<file path="config.mk">
export PLATFORM = sky130hd
export DESIGN_NAME = cw305_usb_bus_master
export DESIGN_NICKNAME = d
export VERILOG_FILES = /design/src/rtl/cw305_usb_bus_master.sv
export SDC_FILE = /design/constraint.sdc
export NUM_CORES = 1
export LEC_CHECK = 0
export CORE_MARGIN = 2
export CORE_UTILIZATION = 45
export DETAILED_ROUTE_END_ITERATION = 8
export PLACE_DENSITY = 0.8
export SETUP_SLACK_MARGIN = 0.15
export SYNTH_ARGS = -nofsm -noshare
export SYNTH_HDL_FRONTEND = slang
export SYNTH_SLANG_ARGS = --single-unit
</file>
<file path="constraint.sdc">
create_clock -name usb_clk -period 1.96 [get_ports usb_clk]
set_input_delay 0.392 -clock usb_clk [delete_from_list [all_inputs] [get_ports usb_clk]]
set_output_delay 0.392 -clock usb_clk [all_outputs]
set_load 0.01 [all_outputs]
</file>
<file path="src/rtl/cw305_usb_bus_master.sv">
`default_nettype none
// ============================================================================
//  Module      : cw305_usb_bus_master
//  Description : Host-side initiator for the CW305 parallel USB register bus.
//                Turns command/stream transactions into address/data/strobe
//                cycles with burst auto-increment, read latency handling and
//                read-to-write bus turnaround.
//  Revision    : 1.0 - initial release
// ============================================================================
module cw305_usb_bus_master #(
   parameter int pADDR_WIDTH   = 21,
   parameter int pBYTECNT_SIZE = 7,
   parameter int pRD_LATENCY   = 2,
   parameter int pTURNAROUND   = 4
) (
   input  logic                     usb_clk,
   input  logic                     rst_n,
   // command interface
   input  logic                     cmd_valid,
   output logic                     cmd_ready,
   input  logic                     cmd_write,
   input  logic [pADDR_WIDTH-1:0]   cmd_addr,
   input  logic [pBYTECNT_SIZE-1:0] cmd_len,
   // write stream
   input  logic [7:0]               wr_data,
   input  logic                     wr_valid,
   output logic                     wr_ready,
   // read stream
   output logic [7:0]               rd_data,
   output logic                     rd_valid,
   output logic                     rd_last,
   output logic                     busy,
   // register bus
   output logic [pADDR_WIDTH-1:0]   bus_addr,
   output logic [7:0]               bus_dout,
   output logic                     bus_doe,
   input  logic [7:0]               bus_din,
   output logic                     bus_rdn,
   output logic                     bus_wrn,
   output logic                     bus_cen,
   output logic                     bus_alen
);

   // one counter times both the read wait and the turnaround
   localparam int c_CNT_MAX = (pRD_LATENCY > pTURNAROUND) ? pRD_LATENCY : pTURNAROUND;
   localparam int c_CNT_W   = $clog2(c_CNT_MAX + 1);
   localparam logic [c_CNT_W-1:0] c_RD_LAST   = c_CNT_W'(pRD_LATENCY - 1);
   localparam logic [c_CNT_W-1:0] c_TURN_LAST = c_CNT_W'(pTURNAROUND - 1);

   typedef enum logic [2:0] {
      S_IDLE   = 3'd0,
      S_SETUP  = 3'd1,
      S_STROBE = 3'd2,
      S_HOLD   = 3'd3,
      S_WAIT   = 3'd4,
      S_TURN   = 3'd5
   } state_t;

   state_t                   r_state;
   state_t                   w_next_state;

   logic                     r_write;
   logic [pBYTECNT_SIZE-1:0] r_len;
   logic [pBYTECNT_SIZE-1:0] r_index;
   logic [c_CNT_W-1:0]       r_cnt;

   logic                     r_cmd_ready;
   logic                     r_busy;
   logic                     r_rd_valid;
   logic                     r_rd_last;
   logic [7:0]               r_rd_data;
   logic [pADDR_WIDTH-1:0]   r_bus_addr;
   logic [7:0]               r_bus_dout;
   logic                     r_bus_doe;
   logic                     r_bus_rdn;
   logic                     r_bus_wrn;
   logic                     r_bus_cen;

   logic                     w_accept;
   logic                     w_wr_take;
   logic                     w_last_byte;
   logic                     w_wait_done;
   logic                     w_turn_done;
   logic                     w_next_byte;
   logic                     w_cen_n;
   logic                     w_rdn_n;
   logic                     w_wrn_n;
   logic                     w_doe;

   assign w_accept    = cmd_valid & r_cmd_ready;
   // the byte is consumed only in a write SETUP cycle with data offered
   assign w_wr_take   = rst_n & (r_state == S_SETUP) & r_write & wr_valid;
   assign w_last_byte = (r_index == r_len);
   assign w_wait_done = (r_cnt == c_RD_LAST);
   assign w_turn_done = (r_cnt == c_TURN_LAST);
   assign w_next_byte = ((r_state == S_HOLD) || (r_state == S_WAIT)) && (w_next_state == S_SETUP);

   // next-state decode plus the values the registered bus strobes take next
   always_comb begin
      w_next_state = r_state;
      w_cen_n      = 1'b1;
      w_rdn_n      = 1'b1;
      w_wrn_n      = 1'b1;
      w_doe        = 1'b0;
      case (r_state)
         S_IDLE:   if (w_accept) w_next_state = S_SETUP;
         S_SETUP:  if (!r_write || wr_valid) w_next_state = S_STROBE;
         S_STROBE: w_next_state = r_write ? S_HOLD : S_WAIT;
         S_HOLD:   w_next_state = w_last_byte ? S_IDLE : S_SETUP;
         S_WAIT:   if (w_wait_done) w_next_state = w_last_byte ? S_TURN : S_SETUP;
         S_TURN:   if (w_turn_done) w_next_state = S_IDLE;
         default:  w_next_state = S_IDLE;
      endcase
      // strobes follow the state being entered so they appear registered
      case (w_next_state)
         S_SETUP, S_STROBE, S_HOLD, S_WAIT: w_cen_n = 1'b0;
         default:                           w_cen_n = 1'b1;
      endcase
      if (w_next_state == S_STROBE) begin
         w_wrn_n = ~r_write;
         w_rdn_n = r_write;
      end
      // data bus is driven only around a write strobe, never in read states
      w_doe = r_write && ((w_next_state == S_STROBE) || (w_next_state == S_HOLD));
   end

   // state register
   always_ff @(posedge usb_clk) begin
      if (!rst_n) r_state <= S_IDLE;
      else        r_state <= w_next_state;
   end

   // burst bookkeeping, registered bus outputs and read return path
   always_ff @(posedge usb_clk) begin
      if (!rst_n) begin
         r_write     <= 1'b0;
         r_len       <= '0;
         r_index     <= '0;
         r_cnt       <= '0;
         r_cmd_ready <= 1'b0;
         r_busy      <= 1'b0;
         r_rd_valid  <= 1'b0;
         r_rd_last   <= 1'b0;
         r_rd_data   <= 8'h00;
         r_bus_addr  <= '0;
         r_bus_dout  <= 8'h00;
         r_bus_doe   <= 1'b0;
         r_bus_rdn   <= 1'b1;
         r_bus_wrn   <= 1'b1;
         r_bus_cen   <= 1'b1;
      end else begin
         // counter restarts on every state change
         r_cnt <= (w_next_state != r_state) ? '0 : r_cnt + 1'b1;
         if (w_accept) begin
            r_write    <= cmd_write;
            r_len      <= cmd_len;
            r_index    <= '0;
            r_bus_addr <= cmd_addr;
         end else if (w_next_byte) begin
            // low field wraps inside the byte window; upper field never changes
            r_index <= r_index + 1'b1;
            r_bus_addr[pBYTECNT_SIZE-1:0] <= r_bus_addr[pBYTECNT_SIZE-1:0] + 1'b1;
         end
         if (w_wr_take) r_bus_dout <= wr_data;
         r_bus_cen   <= w_cen_n;
         r_bus_rdn   <= w_rdn_n;
         r_bus_wrn   <= w_wrn_n;
         r_bus_doe   <= w_doe;
         r_cmd_ready <= (w_next_state == S_IDLE);
         r_busy      <= (w_next_state != S_IDLE);
         // target data is valid at the end of the last wait cycle
         r_rd_valid  <= (r_state == S_WAIT) && w_wait_done;
         r_rd_last   <= (r_state == S_WAIT) && w_wait_done && w_last_byte;
         if ((r_state == S_WAIT) && w_wait_done) r_rd_data <= bus_din;
      end
   end

   assign cmd_ready = r_cmd_ready;
   assign wr_ready  = w_wr_take;
   assign rd_data   = r_rd_data;
   assign rd_valid  = r_rd_valid;
   assign rd_last   = r_rd_last;
   assign busy      = r_busy;
   assign bus_addr  = r_bus_addr;
   assign bus_dout  = r_bus_dout;
   assign bus_doe   = r_bus_doe;
   assign bus_rdn   = r_bus_rdn;
   assign bus_wrn   = r_bus_wrn;
   assign bus_cen   = r_bus_cen;
   // address-latch mode is not used by this bus
   assign bus_alen  = 1'b1;

endmodule
`default_nettype wire

</file>
==> flow_metrics.env, run 1 <==
export IMPL_io_pins=96
export IMPL_syn2layout_area_growth_pct=54.1
export IMPL_clockRootBuffer="clkbuf_8"
export IMPL_finalWorstSetupSlack_ns=0.0938
export IMPL_grt_pass1_wl_mm=10.9
export IMPL_crit_path_max_incr_delay_ns=0.35
export IMPL_leakage_nw=1.54
export IMPL_firstDrtPassIters=4
export IMPL_maxCapViolations=0
export IMPL_arrival_ns=2.10
export IMPL_reg2reg_to="r_cnt[2]"
export IMPL_ys_types=47
export IMPL_finalCritPeriodShare_pct=95.2
export IMPL_critPathBufInv=2
export IMPL_critical_path_class="register to register"
export IMPL_hold_viol=0
export IMPL_fmax_mhz=536
export IMPL_slew_violations=0
export IMPL_syn_inst=313
export IMPL_post_route_util_pct=71.6
export IMPL_peakVddDrop_v=0.000512
export IMPL_ys_ff_latch=66
export IMPL_num_vias=2579
export IMPL_r2r_setup_slack_ns=0.09
export IMPL_num_rows=28
export IMPL_hold_depth=2
export IMPL_grt_pass1_vias=2481
export IMPL_fin_tns_setup_ns=0
export IMPL_cts_reportedPaths_clkPinSlew_ns=0.07
export IMPL_wl_per_cell_um=13.7
export IMPL_ys_warn_count=0
export IMPL_drt_total_wl_mm=6.99
export IMPL_fin_crit_ns=1.87
export IMPL_worstSetupStartpointType="register"
export IMPL_grt_max_degree=24
export IMPL_path_delay_family="simple AND/OR/NAND/NOR gates"
export IMPL_ys_seq_area_share_pct=48.0
export IMPL_drtIter0Drc=139
export IMPL_critPathMaxFanout=3
export IMPL_syn_avg_cell_area_um2=8.79
export IMPL_dp_worst_setup_slack_ns=-0.211
export IMPL_worstReg2RegStart="r_cnt[1]"
export IMPL_htreeDepth=3
export IMPL_cts_buffers=9
export IMPL_async_flop_share_pct=0
export IMPL_die_area_um2=6750
export IMPL_critPathRequiredTime_ns=2.19
export IMPL_synth_main_ff_cell="dfxtp_1"
export IMPL_place_area_um2=3880
export IMPL_cts_sinks=66
export IMPL_hold_start="bus_addr[8]"
export IMPL_die_x_um=82.2
export IMPL_grt_total_usage_pct=20.9
export IMPL_synth_enable_flop_cells=0
export IMPL_hold_path_class="register to register"
export IMPL_clock_latency_ns=0.34
export IMPL_grt_overflow_total=0
export IMPL_rsz0062_at_grt="yes"
export IMPL_rr_worst_depth=8
export IMPL_core_um2=5920
export IMPL_total_power_w=0.00404
export IMPL_multi_input_area_um2=1470
export IMPL_place_hpwl_mm=4.86
export IMPL_worstSetupEndpointType="register"
export IMPL_antennaDiodeCount=0
export IMPL_finalSetupViolations=0
export IMPL_cts_tree="built"
export IMPL_drive_above_1_share_pct=17.9
export IMPL_worst_clock_skew_ns=0.00649
export IMPL_cp_startpoint="r_cnt[1]"
export IMPL_netlist_area_um2=2750
export IMPL_antenna_found_initial=0
export IMPL_clk_path_buf_depth=2
export IMPL_p_per_area_nw_per_um2=952
export IMPL_cpMaxStageDelayCell="or3b_1"
export IMPL_drc=0
export IMPL_fin_nets=484
export IMPL_syn_nets=367
export IMPL_status="complete, no violations"
export IMPL_ant_nets=0
export IMPL_fillers=467
export IMPL_initial_utilization_pct=46.4
export IMPL_portBuffers=94
export IMPL_die_y_um=82.2
export IMPL_path_cells="inv_2 -> ha_4 -> or3b_1 -> a221oi_2 -> or2_4 -> nor4_2 -> buf_4 -> o21ba_2"
export IMPL_seq_area_um2=1340
export IMPL_final_cell_area_um2=4240
export IMPL_place_gp_congestion=0.823
export IMPL_vias_per_cell=5.06
export IMPL_whs_endpoint="bus_addr[8]"
[synthesized netlist by cell type, drive strengths merged (2+ instances only)]
master / count / area share, %
and2: 5 / 1.1
nand2b: 3 / 0.68
o211ai: 4 / 1.1
nand4: 2 / 0.45
a21oi: 41 / 7.5
nor3b: 2 / 0.55
nand2: 66 / 9.0
o21ba: 3 / 1.1
or3: 3 / 0.68
nand3: 5 / 1.1
inv: 6 / 0.82
xnor2: 7 / 2.2
nor4: 2 / 0.45
o2111ai: 4 / 1.5
dfxtp: 66 / 48
o21ai: 12 / 2.7
a221oi: 3 / 1.2
ha: 5 / 2.3
xor2: 8 / 2.5
nor3: 2 / 0.36
nor2b: 4 / 0.91
nand3b: 2 / 0.55
o21a: 2 / 0.55
mux2i: 11 / 4.0
buf: 4 / 1.0
or3b: 3 / 1.0
nor2: 18 / 2.7
and3: 2 / 0.45
clkbuf: 11 / 1.5
[worst max-delay path by stage]
stage | end | cells past startpoint
after detailed placement | wr_ready | 4
final | r_cnt[2] | 8
after global routing | r_cnt[1] | 7
after CTS | busy | 7
after global placement | wr_ready | 4
after floorplan | r_index[3] | 6
[logic make-up (layout without fill, tap and decap cells)]
| logic type | count (synthesis) | after routing | share of synthesized area (%) |
|---|---|---|---|
| and+or+nand+nor | 122 | 122 | 20.9 |
| AOI/OAI and AO/OA | 72 | 72 | 16.5 |
| DFF | 66 | 66 | 48.0 |
| buffers and inverters | 21 | 143 | 3.37 |
| xor gates and xnor gates | 15 | 15 | 4.78 |
| muxes | 11 | 11 | 4.00 |
| adders and majority gates | 5 | 5 | 2.27 |
| other | 1 | 1 | 0.136 |
[layer usage]
layer / track usage, % / vias to the layer above / routed length [um]
met4: 11.3 / 0 / 160
met2: 34.6 / 76 / 3410
li1: - / 1299 / -
met3: 5.00 / 14 / 337
met1: 25.1 / 1190 / 3090
met5: 0 / - / 0
[flip-flops by register name, indices dropped and copies added (netlist names), 3 cells and up]
signal,count
r_state,3
bus_addr,21
r_len,7
r_cnt,3
r_index,7
rd_data,8
bus_dout,8
[layout make-up]
type | instances | share of cell area (%)
Clock buffer | 13 | 3.51
Clock inverter | 3 | 0.354
Inverter | 6 | 0.531
Multi-Input combinational cell | 226 | 34.7
Sequential cell | 66 | 31.6
Tap cell | 75 | 2.21
Timing Repair Buffer | 121 | 27.2
[stage by stage]
| stage | hold WS (ns) | cells |
|---|---|---|
| 2_1_floorplan | 0.450 | 313 |
| 3_3_place_gp | 0.441 | 489 |
| 3_5_place_dp | 0.446 | 489 |
| 4_1_cts | 0.455 | 506 |
| 5_1_grt | 0.468 | 510 |
| 6_report | 0.453 | 510 |
[timing repair]
item / CTS / global route
gates resized for setup: 12 / 29
pin swaps: 4 / 16
setup buffers: 1 / 4
cloned: 0 / 0
hold buffers: 0 / 0
endpoints found under the setup margin: 12 / 15
[where the power goes]
part	switching, W	total, W	internal, W
sequential	0.000152	0.00168	0.00153
combinational	0.000642	0.00137	0.000729
clock	0.000498	0.000987	0.000489
[worst reg2reg max path, delay by kind of cell (launching register included)]
kind	cells	cell delay, ns
DFF	1	0.34
and+or+nand+nor	3	0.58
adders and majority gates	1	0.12
AOI/OAI and AO/OA	2	0.51
buffers and inverters	2	0.20
[cell usage in the layout, fill, tap and decap left out, types with 4 or more instances in the layout]
master,synthesis,layout
a21oi_1,41,39
and2_1,4,4
buf_4,1,24
clkbuf_8,0,10
clkdlybuf4s50_1,0,92
dfxtp_1,66,59
dfxtp_2,0,4
inv_1,5,4
mux2i_1,11,11
nand2_1,66,65
nand3_1,4,4
nor2_1,17,16
o211ai_1,4,4
o21ai_0,10,10
xnor2_1,7,7
xor2_1,8,7
No activity file was read; power rests on OpenSTA's default activity.
==> inputs of run 2 (changes only) <==
- REMOVE_ABC_BUFFERS: not set -> 1
==> run 2 against run 1 <==
  * Largest cell class unchanged
  * Sequential power hardly changed
  * Fmax fell by 1.3%
  * First-iteration DRC count fell by 35%
  * Highest routed layer unchanged
  * Worst hold slack improved by 0.0040 ns
  * Non-clock buffer count increased by 2
  * Flip-flop and latch count stayed put
  * Core utilization is 1.1 points higher
  * Cell count is 0.39% higher
  * Die area did not move
==> flow_metrics.env, run 2 (synthesized netlist as in run 1, its figures left out) <==
export IMPL_status="complete, no violations"
export IMPL_critical_path_class="register to register"
export IMPL_die_area_um2=6750
export IMPL_drt_total_wl_mm=7.54
export IMPL_initial_utilization_pct=46.4
export IMPL_cts_reportedPaths_clkPinSlew_ns=0.08
export IMPL_die_y_um=82.2
export IMPL_grt_total_usage_pct=22.9
export IMPL_htreeDepth=3
export IMPL_portBuffers=94
export IMPL_antenna_found_initial=0
export IMPL_hold_viol=0
export IMPL_clk_path_buf_depth=2
export IMPL_tightest_slew_ns=0.595
export IMPL_worst_clock_skew_ns=0.00621
export IMPL_cts_tree="built"
export IMPL_firstDrtPassIters=4
export IMPL_maxCapViolations=0
export IMPL_finalWorstSetupSlack_ns=0.0694
export IMPL_clockRootBuffer="clkbuf_8"
export IMPL_slew_violations=0
export IMPL_fin_crit_ns=1.89
export IMPL_vias_per_cell=5.16
export IMPL_r2r_setup_slack_ns=0.07
export IMPL_dp_cells=491
export IMPL_clock_latency_ns=0.34
export IMPL_worstSetupEndpointType="register"
export IMPL_drc=0
export IMPL_drive_above_1_share_pct=18.5
export IMPL_stdcell_count=512
export IMPL_path_cells="buf_4 -> nor3b_1 -> nand4_1 -> o21ai_0 -> buf_4 -> nor2_1 -> mux2i_1"
export IMPL_rsz0062_at_grt="yes"
export IMPL_rr_worst_depth=7
export IMPL_final_cell_area_um2=4310
export IMPL_final_common_cell="clkdlybuf4s50_1"
export IMPL_place_area_um2=3890
export IMPL_hold_path_class="register to register"
export IMPL_grt_max_degree=26
export IMPL_critPathRequiredTime_ns=2.24
export IMPL_relSlewSlack_pct=60.3
export IMPL_num_rows=28
export IMPL_wl_per_cell_um=14.7
export IMPL_crit_path_max_incr_delay_ns=0.50
export IMPL_io_pins=96
export IMPL_cts_buffers=9
export IMPL_finalCritPeriodShare_pct=96.5
export IMPL_leakage_nw=1.57
export IMPL_p_per_area_nw_per_um2=1020
export IMPL_worstSetupStartpointType="register"
export IMPL_grt_pass1_wl_mm=11.6
export IMPL_num_vias=2641
export IMPL_critPathMaxFanout=4
export IMPL_syn2layout_area_growth_pct=56.6
export IMPL_crit_top_cell="buf_4"
export IMPL_die_x_um=82.2
export IMPL_core_um2=5920
export IMPL_peakVddDrop_v=0.000605
export IMPL_fillers=463
export IMPL_fmax_mhz=529
export IMPL_arrival_ns=2.17
export IMPL_cts_sinks=66
export IMPL_holdBufCountCts=0
export IMPL_dp_worst_setup_slack_ns=-0.185
export IMPL_fin_hold_ws_ns=0.458
export IMPL_fin_nets=486
export IMPL_largest_register_ffs=21
export IMPL_grt_overflow_total=0
export IMPL_cpMaxStageDelayCell="nor3b_1"
export IMPL_final_cell_mix="clkdlybuf4s50_1 (93), nand2_1 (65), dfxtp_1 (59)"
export IMPL_place_hpwl_mm=4.95
export IMPL_grt_pass1_vias=2544
export IMPL_drtIter0Drc=90
export IMPL_antennaDiodeCount=0
export IMPL_finalSetupViolations=0
export IMPL_place_gp_congestion=0.762
export IMPL_hold_depth=2
export IMPL_ant_nets=0
## run 2: cell type report
| type | instances | area, um2 | share of cell area [%] |
|---|---|---|---|
| clock buffer | 10 | 138 | 3.20 |
| tap | 75 | 93.8 | 2.18 |
| multi-input combinational | 226 | 1460 | 34.0 |
| inverter | 6 | 22.5 | 0.523 |
| timing repair buffer | 123 | 1160 | 27.0 |
| sequential | 66 | 1340 | 31.1 |
| clock inverter | 6 | 90.1 | 2.09 |
## run 2: final timing paths
check                                 from         end
worst min-delay path            rd_data[5]  rd_data[5]
worst max register to register  r_state[0]     bus_cen
worst max-delay path            r_state[0]     bus_cen
worst min register to register  rd_data[5]  rd_data[5]
## run 2: power by group
part | switching [W] | leakage, nW | total, W | internal, W
logic | 0.000661 | 0.918 | 0.00142 | 0.000762
clock network | 0.000548 | 0.112 | 0.00130 | 0.000753
registers | 0.000158 | 0.540 | 0.00168 | 0.00153
## run 2: worst max-delay path, delay by kind of cell, from the launching register on
kind / cells / cell delay [ns]
buf+inv: 2 / 0.32
mux: 1 / 0.12
flops: 1 / 0.34
compound gates: 1 / 0.29
simple gates: 3 / 0.75
## run 2: per-stage QoR
stage | setup TNS (ns) | utilization (%) | total power (W)
after global routing | -0.0502 | 72.7 | 0.00464
final | 0 | 72.7 | 0.00441
after floorplan | 0 | - | 0.00226
after CTS | 0 | 70.8 | 0.00426
after global placement | -0.681 | 65.8 | 0.00283
after detailed placement | -0.638 | 65.8 | 0.00287
## run 2: what timing repair did
| action | 4_1_cts | 5_1_grt |
|---|---|---|
| pin swaps | 8 | 12 |
| setup endpoints to repair | 12 | 15 |
| buffers inserted | 4 | 1 |
| gates resized for setup | 16 | 26 |
## run 2: routing by layer
layer / track usage [%] / up-vias / share of wire, %
met3: 11.0 / 14 / 7.7
met1: 25.7 / 1233 / 41
li1: - / 1306 / -
met5: 0 / - / 0
met2: 37.8 / 88 / 49
met4: 8.67 / 0 / 1.9
